===== config.mk =====
export PLATFORM = sky130hd
export DESIGN_NAME = mod_counter_ud
export DESIGN_NICKNAME = d
export VERILOG_FILES = /design/src/rtl/mod_counter_ud.sv
export SDC_FILE = /design/constraint.sdc
export NUM_CORES = 1
export LEC_CHECK = 0
export ABC_CLOCK_PERIOD_IN_PS = 1100
export CORE_AREA = 2 2 39 41
export CTS_CLUSTER_DIAMETER = 100
export DETAILED_ROUTE_END_ITERATION = 6
export DIE_AREA = 0 0 41 43
export GPL_TIMING_DRIVEN = 0
export PLACE_DENSITY_LB_ADDON = 0.2
export SKIP_LAST_GASP = 1
export SYNTH_ARGS = -nofsm -noshare
export SYNTH_HDL_FRONTEND = slang
export SYNTH_SLANG_ARGS = --single-unit

===== constraint.sdc =====
create_clock -name clk -period 1.1 [get_ports clk]
set_input_delay 0.165 -clock clk [delete_from_list [all_inputs] [get_ports clk]]
set_output_delay 0.165 -clock clk [all_outputs]
set_load 0.01 [all_outputs]

===== src/rtl/mod_counter_ud.sv =====
// mod_counter_ud: parametrised up/down modulo counter with enable, synchronous
// clear, range-checked parallel load, terminal-count output and registered
// wrap / load-error pulses. Counts over 0..MODULUS-1.
//
// Ports:
//   clk       in   rising-edge clock
//   rst       in   synchronous reset, active-low
//   en        in   count enable
//   up_dn     in   direction, 1 = up, 0 = down
//   clear     in   synchronous clear to 0 (beats load and en)
//   load      in   synchronous parallel load (beats en)
//   load_val  in   value to load; out-of-range values clamp to MODULUS-1
//   count     out  current count (registered)
//   tc        out  terminal count, combinational; high when this edge will wrap
//   wrap      out  one-cycle pulse the cycle after a wrap
//   load_err  out  one-cycle pulse the cycle after an out-of-range load
module mod_counter_ud #(
    parameter int unsigned WIDTH   = 4,
    parameter int unsigned MODULUS = 10
) (
    input  logic             clk,
    input  logic             rst,
    input  logic             en,
    input  logic             up_dn,
    input  logic             clear,
    input  logic             load,
    input  logic [WIDTH-1:0] load_val,
    output logic [WIDTH-1:0] count,
    output logic             tc,
    output logic             wrap,
    output logic             load_err
);

    generate
        if (WIDTH < 1 || WIDTH > 16) begin : g_bad_width
            $error("mod_counter_ud: WIDTH must be in 1..16");
        end
        if (MODULUS < 2 || MODULUS > (2 ** WIDTH)) begin : g_bad_modulus
            $error("mod_counter_ud: MODULUS must be in 2..2**WIDTH");
        end
    endgenerate

    // Highest legal count, in both the extended and the register width.
    localparam logic [WIDTH:0]   MaxExt = (WIDTH + 1)'(MODULUS - 1);
    localparam logic [WIDTH-1:0] MaxVal = WIDTH'(MODULUS - 1);

    logic [WIDTH-1:0] count_q, count_d;
    logic             wrap_q, wrap_d;
    logic             load_err_q, load_err_d;

    logic [WIDTH:0]   count_ext;
    logic [WIDTH:0]   load_ext;
    logic             at_max;
    logic             at_zero;

    // Extended by one bit so MODULUS == 2**WIDTH compares and increments cleanly.
    assign count_ext = {1'b0, count_q};
    assign load_ext  = {1'b0, load_val};
    assign at_max    = (count_ext == MaxExt);
    assign at_zero   = (count_q == '0);

    always_comb begin
        count_d    = count_q;
        wrap_d     = 1'b0;
        load_err_d = 1'b0;
        if (clear) begin
            count_d = '0;
        end else if (load) begin
            if (load_ext <= MaxExt) begin
                count_d = load_val;
            end else begin
                count_d    = MaxVal;
                load_err_d = 1'b1;
            end
        end else if (en) begin
            if (up_dn) begin
                if (at_max) begin
                    count_d = '0;
                    wrap_d  = 1'b1;
                end else begin
                    count_d = WIDTH'(count_ext + (WIDTH + 1)'(1));
                end
            end else begin
                if (at_zero) begin
                    count_d = MaxVal;
                    wrap_d  = 1'b1;
                end else begin
                    count_d = WIDTH'(count_ext - (WIDTH + 1)'(1));
                end
            end
        end
    end

    always_ff @(posedge clk) begin
        if (!rst) begin
            count_q    <= '0;
            wrap_q     <= 1'b0;
            load_err_q <= 1'b0;
        end else begin
            count_q    <= count_d;
            wrap_q     <= wrap_d;
            load_err_q <= load_err_d;
        end
    end

    // Gated by every higher-priority action so tc only predicts a real wrap.
    assign tc = rst & ~clear & ~load & en &
                ((up_dn & at_max) | (~up_dn & at_zero));

    assign count    = count_q;
    assign wrap     = wrap_q;
    assign load_err = load_err_q;

endmodule


==> impl_metrics.ini, run 1 <==
[run]
timing.max_cap.violations = 0

[sta]
max_freq_mhz = 662.7
worstMarginPinSlew_ns = 0.3081
fin_worst_skew_ns = 0.002012
period_needed_ns = 1.509
finalHoldViolCount = 0
worst_slack_ns = -0.4090
rsz0062_at_grt = yes
maxSlewViolCount = 0
slew_headroom = 0.7946
setup-violations-final = 4
finalCritPeriodShare = 1.372
worst_hold_slack_ns = 0.1506

[grt]
grt_pass1_vias = 480
grt_usage = 0.1586
grt_overflow = 0
grt_pass1_wl_um = 1925
grt_max_degree = 11
antenna_found_initial = 0

[detailed_routing]
wl_per_cell_um = 12.23
vias_per_cell = 5.126
ant_nets = 0
vias = 487
drc_errors = 0
wirelength_um = 1162
drtIter0Drc = 13
firstDrtPassIters = 4

[clock_tree]
cts.sinks = 6
hold_buffers = 0
root_buffer = clkbuf_4
clockBufferDepth = 2
cts_htree_levels = 1
cts_buffers = 3
clock_latency_ns = 0.24
clkTransAtPathRegs_ns = 0.04
cts_tree = yes

[floorplanning]
die_area_um2 = 1763
die_width_um = 41
rows = 14
die_h_um = 43
core_area_um2 = 1384
start_util = 0.3237
ioPinCount = 17

[placement]
gp_congestion = 0.7970
placed_cell_area_um2 = 639.4
portBuffers = 15
dp.cells = 85
hpwl_um = 783.1

[critical_path]
crit_required_ns = 0.94
worst_path_max_delay_cell = or4_4
slowest_delay_ns = 0.44
crit_chain = buf_12 -> or4_4 -> nor2_4 -> buf_6
arrival_ns = 1.34
worstSetupEndpointType = output port
crit_path_max_fanout = 6
start_kind = register
path_class = register to output port

[status]
outcome = finished, violations left
violations = setup timing

[synthesis]
synth_fa_ha_area_frac = 0
synth_top_family_by_area = compound AO/OA/AOI/OAI gates
synth_warnings = 0
synth_compound_area_frac = 0.3156
ys_seq_area_frac = 0.2682
ys_ff_latch = 6
synth.area.mux_share = 0
synthSimpleGateAreaFrac = 0.2346
postSynthAreaPerCell_um2 = 8.295
synth-xor-area-share = 0.05866
syn_nets = 64
ys_types = 29
synth_cells = 54
syn_area_um2 = 447.9

[finish]
syn_to_final_growth_pct = 72.90
final_cell_mix = dlygate4sd2_1, buf_4
mostFrequentLayoutCell = dlygate4sd2_1
nFillCells = 145
finalNetCount = 91
antennaDiodeCount = 0
layout-drive-gt1-share = 0.4684
fin_cells = 95
finish.utilization = 0.5597
fin_area_um2 = 774.5

[power_and_ir_drop]
pwr_density_cell_nw_per_um2 = 828.2
p_leak_nw = 0.3338
peakVddDrop_uv = 389.8

[worst_hold_path]
hold_class = input port to register
[path summary, 6_finish.rpt]
kind,depth (start not counted),slack [ns],start,to
setup / recovery,4,-0.41,count[1],tc
hold / removal,2,0.15,load,count[0]
setup reg to reg,6,-0.18,count[2],count[3]
hold reg to reg,2,0.56,count[2],wrap
[where the power goes]
group	leakage (nW)	switching (mW)	internal (mW)	total, mW
logic	0.270	0.100	0.113	0.213
clock network	0.0138	0.0735	0.123	0.196
registers	0.0505	0.00549	0.226	0.232
total	0.334	0.179	0.462	0.641
[metrics by stage]
stage / power [mW] / TNS (ns) / worst slack (ns)
2_1_floorplan: 0.3385 / -0.2620 / -0.1845
3_3_place_gp: 0.4062 / -2.855 / -1.111
3_5_place_dp: 0.4084 / -2.960 / -1.116
4_1_cts: 0.6386 / -1.400 / -0.4636
5_1_grt: 0.6752 / -0.9822 / -0.4413
6_report: 0.6414 / -0.7520 / -0.4090
[sequential cells by signal (all words and copies together), names as in the netlist]
name and count:
count 4, wrap 1, load_err 1
[metal layers]
metal	up-vias	wire length (µm)	track usage	share of wire
met4	0	0	0.1000	0
met1	234	547	0.2058	0.47
met5	-	0	0	0
li1	245	-	-	-
met2	8	592	0.2375	0.51
met3	0	23	0.01571	0.020
[cells in the mapped netlist]
master / n / share of area
nor2_1: 6 / 0.050
or4_4: 1 / 0.025
a22oi_1: 1 / 0.017
dfxtp_1: 6 / 0.27
nand2b_4: 2 / 0.061
a211oi_2: 1 / 0.028
a31oi_1: 2 / 0.028
nor3_1: 1 / 0.011
and2_1: 1 / 0.014
xnor2_1: 1 / 0.020
o21ai_1: 2 / 0.022
o211ai_1: 1 / 0.017
o21ai_0: 2 / 0.022
buf_12: 1 / 0.045
buf_6: 1 / 0.025
a21boi_1: 1 / 0.017
nand2b_1: 1 / 0.014
o21a_1: 1 / 0.017
inv_1: 2 / 0.017
o31ai_1: 3 / 0.050
nand2_1: 2 / 0.017
nor4_2: 1 / 0.028
or2_1: 1 / 0.014
a311oi_1: 1 / 0.020
buf_2: 1 / 0.011
buf_4: 1 / 0.017
a21oi_1: 7 / 0.078
clkbuf_1: 1 / 0.0084
xor2_1: 2 / 0.039
[cells by family after synthesis]
kind of cell / Yosys count
buffers and inverters: 7
xor gates and xnor gates: 3
AOI/OAI and AO/OA: 22
and+or+nand+nor: 16
DFF: 6
[worst max-delay path: cells and delay by family (launching register included)]
family / cells / cell delay (ns)
flops: 1 / 0.32
buf+inv: 2 / 0.22
simple gates: 2 / 0.56
[repair_timing]
item | 4_1_cts | 5_1_grt
setup endpoints to repair | 11 | 5
gates resized for setup | 26 | 14
pin swaps | 10 | 11
buffers inserted | 6 | 5
[area by class of cell]
cell class | instances | area (µm²) | share of cell area
inverter | 2 | 7.507 | 0.009693
timing repair buffer | 23 | 206.4 | 0.2666
tap | 16 | 20.02 | 0.02585
multi-input combinational | 41 | 344.1 | 0.4443
clock buffer | 3 | 22.52 | 0.02908
sequential | 6 | 126.4 | 0.1632
buffer | 4 | 47.55 | 0.06139
Note: power is estimated with default switching activity, not from simulation.
==> inputs of run 2 (changes only) <==
TNS_END_PERCENT = 30   (was not set)
==> run 2 against run 1 <==
The flow still finishes with violations (setup timing); final cell count shrank 4.2%; clock power grew 9.7%; wire length shrank 8.3%; die area is the same; power shrank 1.2%; via count shrank 4.5%; hold slack lost 0.0063 ns; critical endpoint unchanged; largest cell class unchanged.
==> impl_metrics.ini, run 2 (synthesis gave the netlist of run 1 again) <==
[clock_tree]
clockBufferDepth = 2
root_buffer = clkbuf_4
clock_latency_ns = 0.26
cts_tree = yes
clkTransAtPathRegs_ns = 0.05
cts.sinks = 6
hold_buffers = 0
cts_buffers = 3
cts_htree_levels = 1

[power_and_ir_drop]
pwr_density_cell_nw_per_um2 = 908.0
p_leak_nw = 0.2888
peakVddDrop_uv = 399.4

[sta]
slew_headroom = 0.8123
worstMarginPinSlew_ns = 0.2792
rsz0062_at_grt = yes
setup-violations-final = 10
finalCritPeriodShare = 1.417
max_freq_mhz = 641.7
period_needed_ns = 1.558
finalHoldViolCount = 0
maxSlewViolCount = 0
fin_worst_skew_ns = 0.004314
worst_slack_ns = -0.4584

[critical_path]
crit_path_max_fanout = 2
start_kind = register
path_class = register to output port
worstRegToRegCells = 6
arrival_ns = 1.39
crit_required_ns = 0.94
worstSetupEndpointType = output port

[finish]
fin_cells = 91
layout-drive-gt1-share = 0.3067
antennaDiodeCount = 0
fin_area_um2 = 698.2
finalNetCount = 87
largest_register_ffs = 4
mostFrequentLayoutCell = clkdlybuf4s50_1
final_cell_mix = clkdlybuf4s50_1, a21oi_1, clkbuf_4, nor2_1, dfxtp_1
syn_to_final_growth_pct = 55.87

[detailed_routing]
vias = 465
drtIter0Drc = 9
wirelength_um = 1066
ant_nets = 0
drc_errors = 0
wl_per_cell_um = 11.71
firstDrtPassIters = 4
vias_per_cell = 5.110

[floorplanning]
die_width_um = 41
rows = 14
start_util = 0.3237
core_area_um2 = 1384
ioPinCount = 17
die_area_um2 = 1763
die_h_um = 43

[grt]
grt_overflow = 0
grt_max_degree = 11
antenna_found_initial = 0
grt_pass1_wl_um = 1725
grt_usage = 0.1476
grt_pass1_vias = 404

[placement]
portBuffers = 15
dp.cells = 85
placed_cell_area_um2 = 631.9
hpwl_um = 703.5
pre_cts_slack_ns = -1.128
gp_congestion = 0.8370

[worst_hold_path]
hold_class = input port to register
whs_path_depth = 2

[status]
violations = setup timing
outcome = finished, violations left

[run]
timing.max_cap.violations = 0
-- run 2: layout make-up --
class | instances | area [µm²]
plain buffers | 5 | 55.05
clock buffers | 3 | 22.52
fillers | 141 | 685.7
inverters | 2 | 7.507
multi-input cells | 41 | 297.8
flip-flops and latches | 6 | 122.6
well taps | 16 | 20.02
repair buffers | 18 | 172.7
-- run 2: path summary, 6_finish.rpt --
| path | end | from | slack (ns) |
|---|---|---|---|
| setup reg to reg | count[3] | count[2] | -0.23 |
| hold reg to reg | wrap | count[2] | 0.63 |
| hold / removal | count[0] | load | 0.14 |
| setup / recovery | tc | count[2] | -0.46 |
-- run 2: metal layers --
metal,wire length [µm],vias to the layer above,track usage
li1,-,238,-
met4,29,0,0.1067
met5,0,-,0
met1,461,208,0.1929
met2,528,16,0.2031
met3,46,3,0.03141
-- run 2: report_power, final --
group          total (mW)  switching (mW)  internal [mW]
clock network       0.215          0.0908          0.124
registers           0.232         0.00483          0.227
logic               0.187          0.0861          0.101
total               0.634           0.182          0.452
-- run 2: timing repair --
| item | in CTS | in global routing |
|---|---|---|
| gates cloned | 0 | 0 |
| pin swaps | 4 | 3 |
| endpoints found under the setup margin | 11 | 11 |
| setup buffers | 3 | 0 |
| resized for setup | 9 | 7 |
-- run 2: metrics by stage --
step / power, mW / hold slack [ns] / setup TNS, ns / util
floorplan: 0.3347 / 0.3162 / -0.3326 / -
global placement: 0.4019 / 0.4061 / -2.757 / 0.4566
detailed placement: 0.4036 / 0.4069 / -2.785 / 0.4566
CTS: 0.6253 / 0.1395 / -1.974 / 0.4901
global route: 0.6714 / 0.1639 / -2.609 / 0.5045
finish: 0.6339 / 0.1444 / -1.975 / 0.5045
-- run 2: critical path: stages, from the launching register on --
cell and delay [ns]:
dfxtp_2 0.32, buf_6 0.11, or4_4 0.49, nor2_4 0.12, buf_6 0.10
==> inputs of run 3 (changes only) <==
ABC_AREA = 1   (was not set)
==> run 3 against run 2 <==
The run still ends with setup timing left; sequential power is 3% higher; synthesized area is 3.6% lower; global-route usage is 2.1 points higher; first-iteration DRC count is 67% higher; sequential share of layout area is 0.68 points higher; critical path type unchanged; critical endpoint unchanged.
==> impl_metrics.ini, run 3 <==
[critical_path]
start_kind = register
crit_required_ns = 0.94
arrival_ns = 1.26
path_class = register to output port
crit_path_max_fanout = 6
rrSetupSlack_ns = -0.01
worstSetupEndpointType = output port
slowest_delay_ns = 0.36
crit_chain = inv_6 -> nand3_4 -> nor2_4 -> nor2_2 -> a211oi_2 -> buf_2
worst_path_max_delay_cell = dfxtp_4

[sta]
worst_hold_slack_ns = 0.4622
setup-violations-final = 7
fin_worst_skew_ns = 0.006244
fin_setup_tns_ns = -1.365
finalCritPeriodShare = 1.291
slew_headroom = 0.8479
maxSlewViolCount = 0
rsz0062_at_grt = yes
worstMarginPinSlew_ns = 0.2273
worst_slack_ns = -0.3203
period_needed_ns = 1.420
finalHoldViolCount = 0
max_freq_mhz = 704.1

[placement]
hpwl_um = 860
portBuffers = 16
gp_congestion = 0.7582
pre_cts_slack_ns = -0.8314

[synthesis]
synth_top_area_share = 0.2783
ys_types = 17
synth_compound_area_frac = 0.1826
syn_nets = 81
postSynthAreaPerCell_um2 = 6.080
synth-xor-area-share = 0
synth_cells = 71
synthSimpleGateAreaFrac = 0.4406
synth-edff-count = 0
synth_top_cell_by_area = dfxtp_1
yosys-top-cells-area = dfxtp_1, nand2_1, nand3_1, inv_1, o21ai_0
synth_warnings = 0
synth.area.mux_share = 0
synth_top_family_by_area = simple AND/OR/NAND/NOR gates
async_flop_share = 0
synth_flop_cell = dfxtp_1
synth_common_cells = nand2_1, nand3_1, inv_1
ys_ff_latch = 6
ys_seq_area_frac = 0.2783
yosysMostFrequentCell = nand2_1
syn_area_um2 = 431.7
synth_fa_ha_area_frac = 0

[grt]
grt_pass1_vias = 516
grt_overflow = 0
grt_pass1_wl_um = 2076
grt_max_degree = 7
grt_usage = 0.1688
antenna_found_initial = 0

[floorplanning]
core_area_um2 = 1384
rows = 14
die_h_um = 43
die_width_um = 41
ioPinCount = 17
start_util = 0.3119
die_area_um2 = 1763

[clock_tree]
cts_tree = yes
clock_latency_ns = 0.25
cts.sinks = 6
root_buffer = clkbuf_4
clkTransAtPathRegs_ns = 0.05
cts_buffers = 3
clockBufferDepth = 2
cts_htree_levels = 1

[detailed_routing]
vias = 547
ant_nets = 0
drtIter0Drc = 15
firstDrtPassIters = 4
drc_errors = 0
wl_per_cell_um = 11.00
vias_per_cell = 4.884
wirelength_um = 1232

[worst_hold_path]
hold_class = input port to register

[finish]
syn_to_final_growth_pct = 68.41
antennaDiodeCount = 0
final_cell_mix = nand2_1, clkdlybuf4s50_1, nand3_1, inv_1, buf_4
mostFrequentLayoutCell = nand2_1
layout-drive-gt1-share = 0.3125
finalNetCount = 108
largest_register_ffs = 4

[run]
timing.max_cap.violations = 0

[power_and_ir_drop]
pwr_density_cell_nw_per_um2 = 865.5
p_leak_nw = 0.3396
peakVddDrop_uv = 601.3

[status]
violations = setup timing
outcome = finished, violations left
run 3: changes by cell type in the layout (fill, tap and decap cells not counted), sizes merged, moves of 2 or more:
cell           previous run  this run
a21oi                     7         3
clkbuf                    5         3
clkdlybuf4s50            10        13
inv                       2        10
nand2                     2        24
nand2b                    3         0
nand3                     0        10
o31ai                     3         0
xor2                      2         0
run 3: cell families after synthesis:
| kind of cell | Yosys count |
|---|---|
| compound gates | 13 |
| flops | 6 |
| simple gates | 41 |
| buf+inv | 11 |
run 3: layout make-up:
class / instances / area (µm²)
fillers: 129 / 656.9
multi-input cells: 54 / 304.0
repair buffers: 22 / 197.7
flip-flops and latches: 6 / 132.6
inverters: 11 / 50.05
clock buffers: 3 / 22.52
well taps: 16 / 20.02
run 3: worst max-delay path: cells and delay by family, from the launching register on:
family / cells / cell delay (ns)
AOI/OAI and AO/OA: 1 / 0.18
buffers and inverters: 2 / 0.23
DFF: 1 / 0.36
and+or+nand+nor: 3 / 0.23
run 3: routing by layer:
layer  GRT usage  share of wire  wire length, µm  up-vias
li1            -              -                -      287
met1      0.2097           0.42              521      243
met2      0.2719           0.52              640       15
met3     0.02094          0.044               54        2
met4     0.08000          0.012               15        0
met5           0              0                0        -
run 3: worst paths after layout:
kind               to  cells after the start      from
max                tc                      6  count[2]
min          count[2]                      4      load
max reg2reg  count[3]                      9  count[2]
min reg2reg  count[2]                      2  count[2]
run 3: timing repair:
item / CTS / global route
resized for setup: 17 / 5
buffers inserted: 5 / 1
pin swaps: 3 / 2
endpoints found under the setup margin: 7 / 9
hold buffers: 0 / 0
run 3: where the power goes:
group | internal, mW | switching, mW
Clock | 0.124 | 0.0897
Combinational | 0.0880 | 0.0883
Sequential | 0.223 | 0.0156
run 3: stage by stage:
stage	power [mW]	instance area [µm²]	utilization	cells
3_5_place_dp	0.3961	618.1	0.4467	103
4_1_cts	0.6286	699.4	0.5054	111
2_1_floorplan	0.3251	437.9	-	71
5_1_grt	0.6667	726.9	0.5253	112
6_report	0.6292	726.9	0.5253	112
3_3_place_gp	0.3958	618.1	0.4467	103
